[config.mk]
export PLATFORM = sky130hd
export DESIGN_NAME = div_unit
export DESIGN_NICKNAME = d
export VERILOG_FILES = /design/src/rtl/div_unit.sv
export SDC_FILE = /design/constraint.sdc
export NUM_CORES = 1
export LEC_CHECK = 0
export CORE_MARGIN = 2
export CORE_UTILIZATION = 40
export DETAILED_ROUTE_END_ITERATION = 6
export GPL_ROUTABILITY_DRIVEN = 0
export PLACE_DENSITY_LB_ADDON = 0.25
export SYNTH_ARGS = -nofsm -noshare
export SYNTH_HDL_FRONTEND = slang
export SYNTH_SLANG_ARGS = --single-unit
[constraint.sdc]
create_clock -name clk -period 6.75 [get_ports clk]
set_clock_uncertainty 0.05 [all_clocks]
set_input_delay 1.35 -clock clk [delete_from_list [all_inputs] [get_ports clk]]
set_output_delay 1.35 -clock clk [all_outputs]
set_load 0.01 [all_outputs]
[src/rtl/div_unit.sv]
// ---------------------------------------------------------------------------
// div_unit -- multi-cycle radix-2 restoring divider for the E stage (DIV/DIVU).
//
// An operation starts from IDLE when a divide is present in E and is not being
// annulled. The operand magnitudes are latched at that point. The unit then
// runs WIDTH restoring steps in BUSY, applies sign correction and loads the
// result as it enters DONE. While the divide is in progress it holds the
// front of the pipeline with stall_div. In DONE that stall is released, so the
// divide instruction leaves E in the same cycle that ready is high.
//
// Handshake: start is a level that the pipeline holds while it is stalled.
// ready is a one-cycle pulse, and result is valid in that cycle. result keeps
// its value until the next divide completes. Only the IDLE->BUSY edge samples
// operands. start is ignored in DONE.
//
// Ports:
//   clk        in   rising-edge clock
//   rst        in   asynchronous active-high reset
//   start      in   divide instruction present in E
//   signed_div in   1 = DIV (two's complement), 0 = DIVU
//   a, b       in   dividend / divisor (WIDTH)
//   annul      in   cancel the in-flight or starting operation
//   stall_div  out  stall request to the hazard unit (combinational)
//   ready      out  registered one-cycle result-valid pulse
//   result     out  {remainder, quotient} (2*WIDTH), goes to {HI, LO}
// ---------------------------------------------------------------------------
module div_unit #(
    parameter int WIDTH = 32,
    parameter int CNT_W = 6
) (
    input  logic               clk,
    input  logic               rst,
    input  logic               start,
    input  logic               signed_div,
    input  logic [WIDTH-1:0]   a,
    input  logic [WIDTH-1:0]   b,
    input  logic               annul,
    output logic               stall_div,
    output logic               ready,
    output logic [2*WIDTH-1:0] result
);

    typedef enum logic [1:0] {
        IDLE = 2'd0,
        BUSY = 2'd1,
        DONE = 2'd2
    } state_t;

    state_t             state_q, state_d;
    logic [CNT_W-1:0]   cnt_q, cnt_d;
    logic [WIDTH-1:0]   div_q, div_d;       // |divisor|
    logic [WIDTH-1:0]   rem_q, rem_d;       // partial remainder
    logic [WIDTH-1:0]   quo_q, quo_d;       // dividend bits shifting out, quotient bits shifting in
    logic               a_sign_q, a_sign_d; // remainder takes the dividend's sign
    logic               q_sign_q, q_sign_d;
    logic               dz_q, dz_d;         // divide by zero
    logic [2*WIDTH-1:0] result_q, result_d;
    logic               ready_q, ready_d;

    // Operand magnitudes for the start edge
    logic               a_neg, b_neg;
    logic [WIDTH-1:0]   mag_a, mag_b;

    // One restoring step
    logic [WIDTH:0]     shifted;
    logic [WIDTH:0]     diff;
    logic [WIDTH-1:0]   step_rem, step_quo;
    logic [WIDTH-1:0]   fix_rem, fix_quo;

    assign a_neg = signed_div & a[WIDTH-1];
    assign b_neg = signed_div & b[WIDTH-1];
    assign mag_a = a_neg ? (~a + 1'b1) : a;
    assign mag_b = b_neg ? (~b + 1'b1) : b;

    // The partial remainder is always below the divisor, so a WIDTH+1 bit
    // window holds the shifted value. Bit WIDTH of the difference is its sign.
    assign shifted  = {rem_q, quo_q[WIDTH-1]};
    assign diff     = shifted - {1'b0, div_q};
    assign step_rem = diff[WIDTH] ? shifted[WIDTH-1:0] : diff[WIDTH-1:0];
    assign step_quo = {quo_q[WIDTH-2:0], ~diff[WIDTH]};

    // With a zero divisor, every trial subtract succeeds. The quotient comes
    // out as all ones and the remainder as |a|. Sign correction of the
    // remainder then restores the original a. The quotient sign is not
    // applied, so the quotient stays all ones.
    assign fix_rem = a_sign_q ? (~step_rem + 1'b1) : step_rem;
    assign fix_quo = (q_sign_q & ~dz_q) ? (~step_quo + 1'b1) : step_quo;

    always_comb begin
        state_d  = state_q;
        cnt_d    = cnt_q;
        div_d    = div_q;
        rem_d    = rem_q;
        quo_d    = quo_q;
        a_sign_d = a_sign_q;
        q_sign_d = q_sign_q;
        dz_d     = dz_q;
        result_d = result_q;
        ready_d  = 1'b0;
        case (state_q)
            IDLE: begin
                if (start && !annul) begin
                    state_d  = BUSY;
                    cnt_d    = '0;
                    div_d    = mag_b;
                    quo_d    = mag_a;
                    rem_d    = '0;
                    a_sign_d = a_neg;
                    q_sign_d = signed_div & (a[WIDTH-1] ^ b[WIDTH-1]);
                    dz_d     = (b == '0);
                end
            end
            BUSY: begin
                if (annul) begin
                    state_d = IDLE;
                end else begin
                    rem_d = step_rem;
                    quo_d = step_quo;
                    cnt_d = cnt_q + CNT_W'(1);
                    if (cnt_q == CNT_W'(WIDTH - 1)) begin
                        state_d  = DONE;
                        ready_d  = 1'b1;
                        result_d = {fix_rem, fix_quo};
                    end
                end
            end
            DONE: begin
                state_d = IDLE;
            end
            default: begin
                state_d = IDLE;
            end
        endcase
    end

    always_ff @(posedge clk or posedge rst) begin
        if (rst) begin
            state_q  <= IDLE;
            cnt_q    <= '0;
            div_q    <= '0;
            rem_q    <= '0;
            quo_q    <= '0;
            a_sign_q <= 1'b0;
            q_sign_q <= 1'b0;
            dz_q     <= 1'b0;
            result_q <= '0;
            ready_q  <= 1'b0;
        end else begin
            state_q  <= state_d;
            cnt_q    <= cnt_d;
            div_q    <= div_d;
            rem_q    <= rem_d;
            quo_q    <= quo_d;
            a_sign_q <= a_sign_d;
            q_sign_q <= q_sign_d;
            dz_q     <= dz_d;
            result_q <= result_d;
            ready_q  <= ready_d;
        end
    end

    // The stall is released in DONE, so the pipeline advances in the ready cycle.
    assign stall_div = ~rst & ~annul &
                       (((state_q == IDLE) & start) | (state_q == BUSY));
    assign ready     = ready_q;
    assign result    = result_q;

endmodule
==> flow_summary.json <==
{
  "p_leak_nw": 5.89,
  "cp-startpoint": "quo_q[31]$_DFFE_PP0P_",
  "cts_tree": "built",
  "firstDrtPassIters": 6,
  "sequentialPowerShare_pct": 23.4,
  "crit_required_ps": 6980,
  "yosysMostFrequentCell": "o21ai_0",
  "drc": 0,
  "path_max_fanout": 10,
  "clock_latency_ps": 450,
  "post-cts-setup-buffers": 0,
  "synth.avg_cell_area_um2": 8.35,
  "wl_per_cell_um": 17.8,
  "slew_headroom_pct": 24.4,
  "rows": 63,
  "grt_use_total_pct": 22.2,
  "fmax_mhz": 173,
  "antenna_found_initial": 0,
  "r2r-start": "quo_q[31]$_DFFE_PP0P_",
  "dieArea_um2": 31400,
  "drtIter0Drc": 829,
  "synth_common_cells": "o21ai_0 (213), nand2_1 (200), dfrtp_1 (172)",
  "finalCriticalPeriod_ps": 5780,
  "synth_top_flop_cell": "dfrtp_1",
  "initial_core_util_pct": 40.6,
  "peakVddDrop_uv": 309,
  "reg2reg_slack_ps": 970,
  "p_int_mw": 3.18,
  "switching_power_mw": 3.17,
  "ctsLongestPathBuffers": 2,
  "numCtsBuffers": 17,
  "cts_num_sinks": 172,
  "drv_slew": 0,
  "finalWirelength_mm": 34.2,
  "power_frac_comb_pct": 61.0,
  "cts_hold_buf": 0,
  "synth_edf_count": 0,
  "fin_setup_tns_ps": 0,
  "synth_top_area_share_pct": 35.9,
  "start_kind": "flip-flop",
  "synthArstFlopShare_pct": 100,
  "endpoint_kind": "flip-flop",
  "post_cts_resize_count": 0,
  "status": "finished clean",
  "path_clk_slew_ps": 80,
  "cts-root-buf": "clkbuf_16",
  "ios": 135,
  "grt_first_pass_wirelength_mm": 55.4,
  "clkPwrFrac_pct": 15.6,
  "yosysTopAreaCell": "dfrtp_1",
  "drive_gt1_share_pct": 5.07,
  "drv_cap": 0,
  "hold_viol": 0,
  "ys_seq_elements": 172,
  "placed_area_um2": 13500,
  "ys_types": 84,
  "powerDensity_nw_per_um2": 450,
  "final_nets": 1631,
  "finalCritPeriodShare_pct": 85.6,
  "diodes": 0,
  "drtAntennaViolNets": 0,
  "p_total_mw": 6.35,
  "hold_class": "reg -> reg",
  "grt_pass1_vias": 10500,
  "worst_pin_slew_ps": 1120,
  "swShare_pct": 49.9,
  "vias": 10800,
  "yosysWarnings": 0,
  "rsz0062_at_grt": "false",
  "synth_fp_nets": 1544,
  "ys_seq_area_share_pct": 35.9,
  "setup_viol": 0,
  "portBuffers": 134,
  "dp_hpwl_mm": 25.7,
  "grt_max_degree": 124,
  "die_y_um": 177,
  "synthToLayoutAreaGrowth_pct": 17.6,
  "postLayoutCellArea_um2": 14100,
  "r2r_cells": 23,
  "synthesis.area_um2": 12000,
  "core_area_um2": 29600,
  "ctsHtreeMaxLevel": 4,
  "arrival_ps": 6010,
  "worstReg2RegEnd": "result[56]$_DFFE_PP0P_",
  "grt_overflow": 0,
  "synth_area_leaders": "dfrtp_1 (36%), o21ai_0 (8.9%), xnor2_1 (6.4%)",
  "min_to": "result[43]$_DFFE_PP0P_",
  "hold_start": "result[43]$_DFFE_PP0P_",
  "fp.dieW_um": 177,
  "drt-vias-per-instance": 5.63,
  "setup.worst_path.class": "reg -> reg",
  "hold_depth": 2,
  "synth_cells": 1437
}
-- state kept, by name, indices dropped and copies added (netlist names) --
register	flops
a_sign_q	1
quo_q	32
div_q	32
result	64
cnt_q	6
state_q	2
dz_q	1
ready	1
q_sign_q	1
rem_q	32
-- cell type report --
class | count | area, µm²
Clock buffer | 19 | 453
Clock inverter | 13 | 125
Fill cell | 2909 | 15400
Inverter | 61 | 234
Multi-Input combinational cell | 1130 | 7110
Sequential cell | 172 | 4300
Tap cell | 390 | 488
Timing Repair Buffer | 142 | 1400
-- power groups by stage --
stage	registers, mW	clock network [mW]	logic [mW]
final	1.49	0.989	3.88
after global routing	1.52	1.04	4.29
after CTS	1.48	1.00	3.83
after detailed placement	1.50	0	3.81
after global placement	1.49	0	3.80
after floorplan	1.40	0	2.98
-- critical path, stage by stage, from the launching register on --
cell	delay (ps)
dfrtp_1	410
inv_1	90
ha_1	160
inv_1	50
fa_1	440
a211oi_4	280
o21ai_2	140
o2111ai_2	260
a211oi_2	150
nor4_2	850
nor2_4	50
inv_1	160
mux2i_1	290
ha_1	250
nand3b_1	80
mux2_2	300
nor2_1	100
nand4b_1	200
nand3_1	170
o21ai_0	220
o31a_1	430
o31ai_2	270
xnor2_1	140
o21ai_1	70
-- placed cells by master (no fill, tap or decap), drive strengths merged, types with 4 or more instances in the layout --
cell type | Yosys | routed
nor3 | 37 | 37
a211oi | 7 | 7
or3 | 15 | 15
nand2 | 201 | 201
a22o | 6 | 6
mux2i | 24 | 24
and3 | 6 | 6
o21a | 6 | 6
and2 | 14 | 14
o41ai | 9 | 9
a221oi | 4 | 4
a22oi | 32 | 32
nor2 | 84 | 84
inv | 61 | 69
nand3b | 7 | 7
clkdlybuf4s50 | 0 | 134
clkbuf | 54 | 19
nor2b | 8 | 8
nor4 | 22 | 22
or4 | 10 | 10
and4 | 9 | 9
ha | 37 | 37
o31ai | 18 | 18
buf | 20 | 8
xor2 | 54 | 54
nand2b | 12 | 12
a31oi | 10 | 10
a311oi | 5 | 5
nand3 | 14 | 14
mux2 | 5 | 5
dfrtp | 172 | 172
a21oi | 91 | 91
nand4 | 14 | 14
a21o | 10 | 10
xnor2 | 88 | 88
o211ai | 9 | 9
o31a | 4 | 4
o21ai | 218 | 218
-- stage by stage --
step           util (%)  std cells  hold slack [ps]  setup slack, ps
2_1_floorplan         -       1437              400              690
3_3_place_gp       45.8       1895              407             1300
3_5_place_dp       45.8       1895              414             1050
4_1_cts            47.7       1927              430             1020
5_1_grt            47.7       1927              456              516
6_report           47.7       1927              423              972
-- cell families (layout without fill, tap and decap cells) --
family / after synthesis / after routing / synth area share [%]
and+or+nand+nor: 462 / 462 / 18.5
muxes: 29 / 29 / 2.47
xor gates and xnor gates: 142 / 142 / 10.4
DFF: 172 / 172 / 35.9
buffers and inverters: 135 / 235 / 5.15
AOI/OAI and AO/OA: 459 / 459 / 23.6
adders and majority gates: 38 / 38 / 4.02
-- routing by layer --
layer / track usage (%) / up-vias / part of all wire, %
met5: 0 / - / 0
met4: 7.68 / 0 / 2.5
met3: 3.46 / 52 / 5.2
met2: 34.8 / 318 / 46
met1: 31.1 / 5173 / 47
li1: - / 5302 / -
-- worst max path at each step --
stage	to	slack [ps]	cells after the start
after floorplan	a_sign_q$_DFFE_PP0P_	690	1
after global placement	result[56]$_DFFE_PP0P_	1300	23
after detailed placement	result[56]$_DFFE_PP0P_	1050	23
after CTS	result[56]$_DFFE_PP0P_	1020	23
after global routing	result[62]$_DFFE_PP0P_	520	24
final	result[56]$_DFFE_PP0P_	970	23
(Power assumes the default switching activity.)
